==> src/rtl/srisc_pkg.sv <==
// Shared encodings for the Simple RISC execution core.
package srisc_pkg;

    // Instruction opcodes in IR[15:13]
    typedef enum logic [2:0] {
        OpcB    = 3'b001,
        OpcLdr  = 3'b011,
        OpcStr  = 3'b100,
        OpcAlu  = 3'b101,
        OpcMov  = 3'b110,
        OpcHalt = 3'b111
    } opcode_e;

    // ALU operation in IR[12:11]
    typedef enum logic [1:0] {
        AluAdd = 2'b00,
        AluSub = 2'b01,
        AluAnd = 2'b10,
        AluNot = 2'b11
    } alu_op_e;

    // Shift applied to B in IR[4:3]
    typedef enum logic [1:0] {
        ShPass = 2'b00,
        ShLsl  = 2'b01,
        ShLsr  = 2'b10,
        ShAsr  = 2'b11
    } shift_e;

    // One-hot write-back source select
    typedef enum logic [3:0] {
        VselC     = 4'b0001,
        VselPc    = 4'b0010,
        VselImm8  = 4'b0100,
        VselMdata = 4'b1000
    } vsel_e;

    // Bit positions of the one-hot register-index select
    localparam int unsigned NselRmBit = 0;
    localparam int unsigned NselRdBit = 1;
    localparam int unsigned NselRnBit = 2;

endpackage

==> src/rtl/srisc_regfile.sv <==
// 8-entry register file: one write port, one combinational read port.
module srisc_regfile #(
    parameter int unsigned W = 16
) (
    input  logic         clk,
    input  logic         reset,
    input  logic         write,
    input  logic [2:0]   index,
    input  logic [W-1:0] data_in,
    output logic [W-1:0] data_out
);

    logic [W-1:0] regs_q [8];
    logic [W-1:0] regs_d [8];

    // Next-state: only the indexed entry changes on a write
    always_comb begin
        regs_d = regs_q;
        if (write) begin
            regs_d[index] = data_in;
        end
    end

    // Register storage with asynchronous clear
    always_ff @(posedge clk or negedge reset) begin
        if (!reset) begin
            for (int i = 0; i < 8; i++) begin
                regs_q[i] <= '0;
            end
        end else begin
            regs_q <= regs_d;
        end
    end

    assign data_out = regs_q[index];

endmodule

==> src/rtl/srisc_exec_core.sv <==
// Simple RISC execution core: IR, decoder, register file, shifter, ALU and status.
module srisc_exec_core
    import srisc_pkg::*;
#(
    parameter int unsigned W   = 16,
    parameter int unsigned PCW = 9
) (
    input  logic           clk,
    input  logic           reset,
    input  logic [W-1:0]   read_data,
    input  logic           load_ir,
    input  logic [2:0]     nsel,
    input  logic [3:0]     vsel,
    input  logic           write,
    input  logic           loada,
    input  logic           loadb,
    input  logic           asel,
    input  logic           bsel,
    input  logic           loadc,
    input  logic           loads,
    input  logic [W-1:0]   mdata,
    input  logic [PCW-1:0] pc,
    output logic [2:0]     opcode,
    output logic [1:0]     op,
    output logic [2:0]     cond,
    output logic [W-1:0]   sximm8,
    output logic [2:0]     status,
    output logic [W-1:0]   datapath_out
);

    logic [W-1:0] ir_q, ir_d;
    logic [W-1:0] a_q, a_d;
    logic [W-1:0] b_q, b_d;
    logic [W-1:0] c_q, c_d;
    logic [2:0]   status_q, status_d;

    logic [2:0]   rn, rd, rm, index;
    logic [1:0]   shift;
    logic [W-1:0] sximm5, rf_wdata, rf_rdata;
    logic [W-1:0] b_shifted, ain, bin, alu_res;
    logic         alu_v;

    // Decoder: all fields come straight from IR
    always_comb begin
        opcode = ir_q[15:13];
        op     = ir_q[12:11];
        cond   = ir_q[10:8];
        rn     = ir_q[10:8];
        rd     = ir_q[7:5];
        shift  = ir_q[4:3];
        rm     = ir_q[2:0];
        sximm8 = {{(W-8){ir_q[7]}}, ir_q[7:0]};
        sximm5 = {{(W-5){ir_q[4]}}, ir_q[4:0]};
        index  = ({3{nsel[NselRmBit]}} & rm)
               | ({3{nsel[NselRdBit]}} & rd)
               | ({3{nsel[NselRnBit]}} & rn);
    end

    // Write-back mux; an invalid (non-one-hot) select writes zero
    always_comb begin
        rf_wdata = '0;
        case (vsel)
            VselC:     rf_wdata = c_q;
            VselPc:    rf_wdata = {{(W-PCW){1'b0}}, pc};
            VselImm8:  rf_wdata = sximm8;
            VselMdata: rf_wdata = mdata;
            default:   rf_wdata = '0;
        endcase
    end

    srisc_regfile #(
        .W (W)
    ) u_regfile (
        .clk      (clk),
        .reset    (reset),
        .write    (write),
        .index    (index),
        .data_in  (rf_wdata),
        .data_out (rf_rdata)
    );

    // Shifter, operand select and ALU with flags
    always_comb begin
        unique case (shift_e'(shift))
            ShPass: b_shifted = b_q;
            ShLsl:  b_shifted = {b_q[W-2:0], 1'b0};
            ShLsr:  b_shifted = {1'b0, b_q[W-1:1]};
            ShAsr:  b_shifted = {b_q[W-1], b_q[W-1:1]};
            default: b_shifted = b_q;
        endcase
        ain = asel ? '0 : a_q;
        bin = bsel ? sximm5 : b_shifted;
        alu_res = '0;
        alu_v   = 1'b0;
        unique case (alu_op_e'(op))
            AluAdd: begin
                alu_res = ain + bin;
                alu_v   = (ain[W-1] == bin[W-1]) && (alu_res[W-1] != ain[W-1]);
            end
            AluSub: begin
                alu_res = ain - bin;
                alu_v   = (ain[W-1] != bin[W-1]) && (alu_res[W-1] != ain[W-1]);
            end
            AluAnd: alu_res = ain & bin;
            AluNot: alu_res = ~bin;
            default: alu_res = '0;
        endcase
    end

    // Next-state for IR and the pipeline/status registers
    always_comb begin
        ir_d     = load_ir ? read_data : ir_q;
        a_d      = loada ? rf_rdata : a_q;
        b_d      = loadb ? rf_rdata : b_q;
        c_d      = loadc ? alu_res : c_q;
        status_d = loads ? {alu_v, alu_res[W-1], (alu_res == '0)} : status_q;
    end

    // State registers with asynchronous clear
    always_ff @(posedge clk or negedge reset) begin
        if (!reset) begin
            ir_q     <= '0;
            a_q      <= '0;
            b_q      <= '0;
            c_q      <= '0;
            status_q <= '0;
        end else begin
            ir_q     <= ir_d;
            a_q      <= a_d;
            b_q      <= b_d;
            c_q      <= c_d;
            status_q <= status_d;
        end
    end

    assign status       = status_q;
    assign datapath_out = c_q;

endmodule

==> config.mk <==
export PLATFORM = sky130hd
export DESIGN_NAME = srisc_exec_core
export DESIGN_NICKNAME = d
export VERILOG_FILES = /design/src/rtl/srisc_pkg.sv /design/src/rtl/srisc_regfile.sv /design/src/rtl/srisc_exec_core.sv
export SDC_FILE = /design/constraint.sdc
export NUM_CORES = 1
export LEC_CHECK = 0
export ABC_CLOCK_PERIOD_IN_PS = 5800
export BUFFER_PORTS_ARGS = -buffer_cell sky130_fd_sc_hd__buf_2
export CORE_MARGIN = 2
export CORE_UTILIZATION = 35
export DETAILED_ROUTE_END_ITERATION = 6
export GPL_ROUTABILITY_DRIVEN = 0
export HOLD_SLACK_MARGIN = 0.03
export SYNTH_ARGS = -nofsm -noshare
export SYNTH_HDL_FRONTEND = slang
export SYNTH_SLANG_ARGS = --single-unit
export TNS_END_PERCENT = 100
==> constraint.sdc <==
create_clock -name clk -period 5.8 [get_ports clk]
set_input_delay 1.16 -clock clk [delete_from_list [all_inputs] [get_ports clk]]
set_output_delay 1.16 -clock clk [all_outputs]
set_load 0.01 [all_outputs]
==> results by group <==
CTS
  • Clock transition at the registers of the reported paths: roughly 80 ps
  • Worst-Skew Late Latency: 450 ps
  • Clk buf depth: 2
  • H-tree levels: 4
  • Clock Tree Root: clkbuf_16
  • CTS Sinks: 195
  • CTS tree: done
  • Post-CTS Repair Setup Buffers: 0
  • CTS buffer count: 17
  • Cts hold-fix bufs: 0
  • Resized cells post-CTS: 0

Die
  • Core area: 30600 um^2
  • Die X-Extent: 180 um
  • Die H: between 150 and 200 um
  • Row cnt: between 60 and 70
  • Initial core utilization: 0.355
  • Ports: 101
  • Die area: 32400 um^2

STA
  • Final hold vios: 0
  • Pins Over Slew Limit: 0
  • Clock period minus worst slack: 4510 ps
  • Worst-margin pin slew: 1280 ps
  • Slew HR: 0.147
  • TNS Setup: 0 ps
  • Final setup violation count: 0
  • Max Clock Skew: 17.8 ps
  • RSZ-0062 raised after global routing: no
  • Max Fclk: 222 MHz
  • Worst Hold Slack: ~480 ps
  • Period utilization: 0.778

Route
  • Initial DRC count: 768
  • Initial DRT Pass Iterations: 7
  • DRT Wirelength: 32.5 mm
  • Final ANT Viol Nets: 0
  • Via count: 9588
  • DR WL/cell: 18.7 um
  • Vias per inst: 5.52
  • DRC: 0

Synth
  • Syn Area/Cell: 8.55 um^2
  • Synth Warn #: 0
  • Post-synthesis cell area: 10800 um^2
  • Top post-synthesis cells by area: dfrtp_1 45%, nand2_1 7.8%, a21oi_1 5.4%, o21ai_0 4.6%, nor2_1 4.4%
  • Distinct cell type count after synthesis: 68
  • EDFF count, synth: 0
  • Async SR Flop Fraction: 1.00
  • Register area share after synthesis: 0.450
  • Yosys top cell by area: dfrtp_1
  • Syn Inst Count: roughly 1300
  • Main synth FF type: dfrtp_1
  • Post-Syn Nets: 1360
  • Seq cells post-synth: 195
  • Share of the synthesized area in the top cell type: 0.450

Cells and area
  • Area Overhead vs Synth: 14.5%
  • FF/Latch Area: roughly 4900 um^2
  • Commonest non-fill, non-tap cell in the layout: nand2_1
  • Multi-input logic area: 5460 um^2
  • Layout cells sized above 1: 0.157
  • Most used cells in the layout excluding fill and tap cells: 225 x nand2_1, 195 x dfrtp_1, 125 x nor2_1
  • Final Instance Area: 12400 um^2
  • Post-layout net count: 1419
  • Fillers: roughly 3100
  • Antenna diodes: 0

Power and ir drop
  • Worst vdd ir: 0.000193 V
  • Pwr Total: about 4.9 mW
  • Sequential share of power: 0.410
  • LEAKAGE: 5.52 nW
  • PwrDens: 392 nW/um^2
  • Clock network power share: 0.269
  • Logic gate share of total power: 0.321
  • Switching Fraction: 0.369
  • Internal power consumption: 3.07 mW
  • P_sw: roughly 1.8 mW

Placed design
  • Post-detail-place hpwl: around 23 mm
  • Port-buffer cells: 100
  • DP Area: 11800 um^2

Global route
  • Vias in the first global route: 9114
  • Initial antenna violation count: 0
  • Largest net degree at the start of global routing: 104
  • GRT overflow: 0
  • First-pass GRT wire length: 52.0 mm
  • Gr usage total: 0.202

Critical path
  • Crit-path cells: buf_2 > nand2b_1 > o221ai_1 > inv_1 > ha_1 > nor3_1 > o21ai_0 > a2111oi_0 > nor3_1 > a211oi_1 > nand2_1 > nor4_2 > nand4_1 > o21ai_1
  • Kind of critical path: in -> reg
  • CP arrival: around 4900 ps
  • Slowest cell on crit path: a2111oi_0
  • Required time of the critical path: just over 6000 ps
  • Worst path most repeated cell: nor3_1
  • Max FO, Critical Path: 24
  • Worst path max stage delay: 860 ps
  • Crit end category: register
  • CP Launch Type: input port
  • Crit-path leading delay family: compound AO/OA/AOI/OAI gates
  • CP bufs+invs: 2

Run status
  • Status: complete, no violations

Min path
  • Worst hold path class: reg -> reg

Job
  • Max Cap Viol: 0
-- kinds of logic (layout without fill, tap and decap cells) --
group,Yosys count,after routing,synth area share
AOI/OAI and AO/OA,370,370,0.212
xor gates and xnor gates,8,8,0.00646
adders and majority gates,33,33,0.0395
buffers and inverters,132,204,0.0498
DFF,195,195,0.450
muxes,45,45,0.0457
and+or+nand+nor,486,486,0.196
-- power by group through the flow --
stage               Sequential (mW)  Combinational, mW  Clock (mW)
detailed placement             2.01               1.55           0
floorplan                      1.96               1.08           0
global route                   2.05               1.75        1.40
CTS                            1.99               1.56        1.34
global placement               2.01               1.53           0
finish                         1.99               1.56        1.31
-- sequential cells by signal, summed over array words and instances (netlist names) --
| name | flops |
|---|---|
| u_regfile.regs_q | 128 |
| datapath_out | 16 |
| ir_q | 16 |
| b_q | 16 |
| status | 3 |
| a_q | 16 |
-- area by class of cell --
class | instances | area share
Clock buffer | 18 | 0.0354
Clock inverter | 14 | 0.0174
Multi-Input combinational cell | 942 | 0.440
Sequential cell | 195 | 0.393
Timing Repair Buffer | 137 | 0.0644
Inverter | 35 | 0.0106
Tap cell | 396 | 0.0399
-- per-stage QoR --
| stage | setup WS [ps] | cells | util |
|---|---|---|---|
| after floorplan | 1560 | 1269 | - |
| after global placement | 985 | 1705 | 0.385 |
| after detailed placement | 906 | 1705 | 0.385 |
| after CTS | 1330 | 1737 | 0.406 |
| after global routing | 863 | 1737 | 0.406 |
| final | 1290 | 1737 | 0.406 |
-- final timing paths --
kind                            depth (start not counted)  slack (ps)                    end             startpoint
worst min-delay path                                    2         480  u_regfile.regs_q[124]  u_regfile.regs_q[124]
worst max register to register                         14        1340              status[0]                ir_q[3]
worst max-delay path                                   14        1290              status[0]                   bsel
max in group asynchronous                               2        3990   u_regfile.regs_q[56]                  reset
worst min register to register                          2         480  u_regfile.regs_q[124]  u_regfile.regs_q[124]
min in group asynchronous                               1         800                ir_q[4]                  reset
-- metal layers --
layer | part of all wire | GRT usage
met5 | 0 | 0
met4 | 0.030 | 0.0803
met3 | 0.045 | 0.0279
met2 | 0.47 | 0.327
met1 | 0.45 | 0.275
-- Yosys cell counts, types with 6 or more instances --
library cell  instances
o21bai_1              6
o31ai_1               7
buf_4                 9
dfrtp_1             195
nand2b_1              7
nand3_1              37
nor2_1              126
o211ai_1              7
and3_1               20
o21a_1                8
xnor2_1               7
a21oi_1             118
nor2b_1              23
a211oi_1             11
a311oi_1             16
a22o_1               10
mux2i_1              18
a22oi_1               7
nor4b_1               6
inv_1                34
or3_1                 6
nor3_1               14
buf_1                 6
a221oi_1             18
nand4_1               6
mux2_2               26
clkbuf_1             78
ha_1                 31
o21ai_0             100
a31oi_1              21
nand2_1             226
a21o_1                6
-- worst reg2reg max path: cells and delay by family, from the launching register on --
family / cells / cell delay [ps]
AOI/OAI and AO/OA: 6 / 1720
and+or+nand+nor: 4 / 830
adders and majority gates: 1 / 320
DFF: 1 / 740
muxes: 1 / 370
buffers and inverters: 2 / 440
Power figures use the tool's default switching activity.
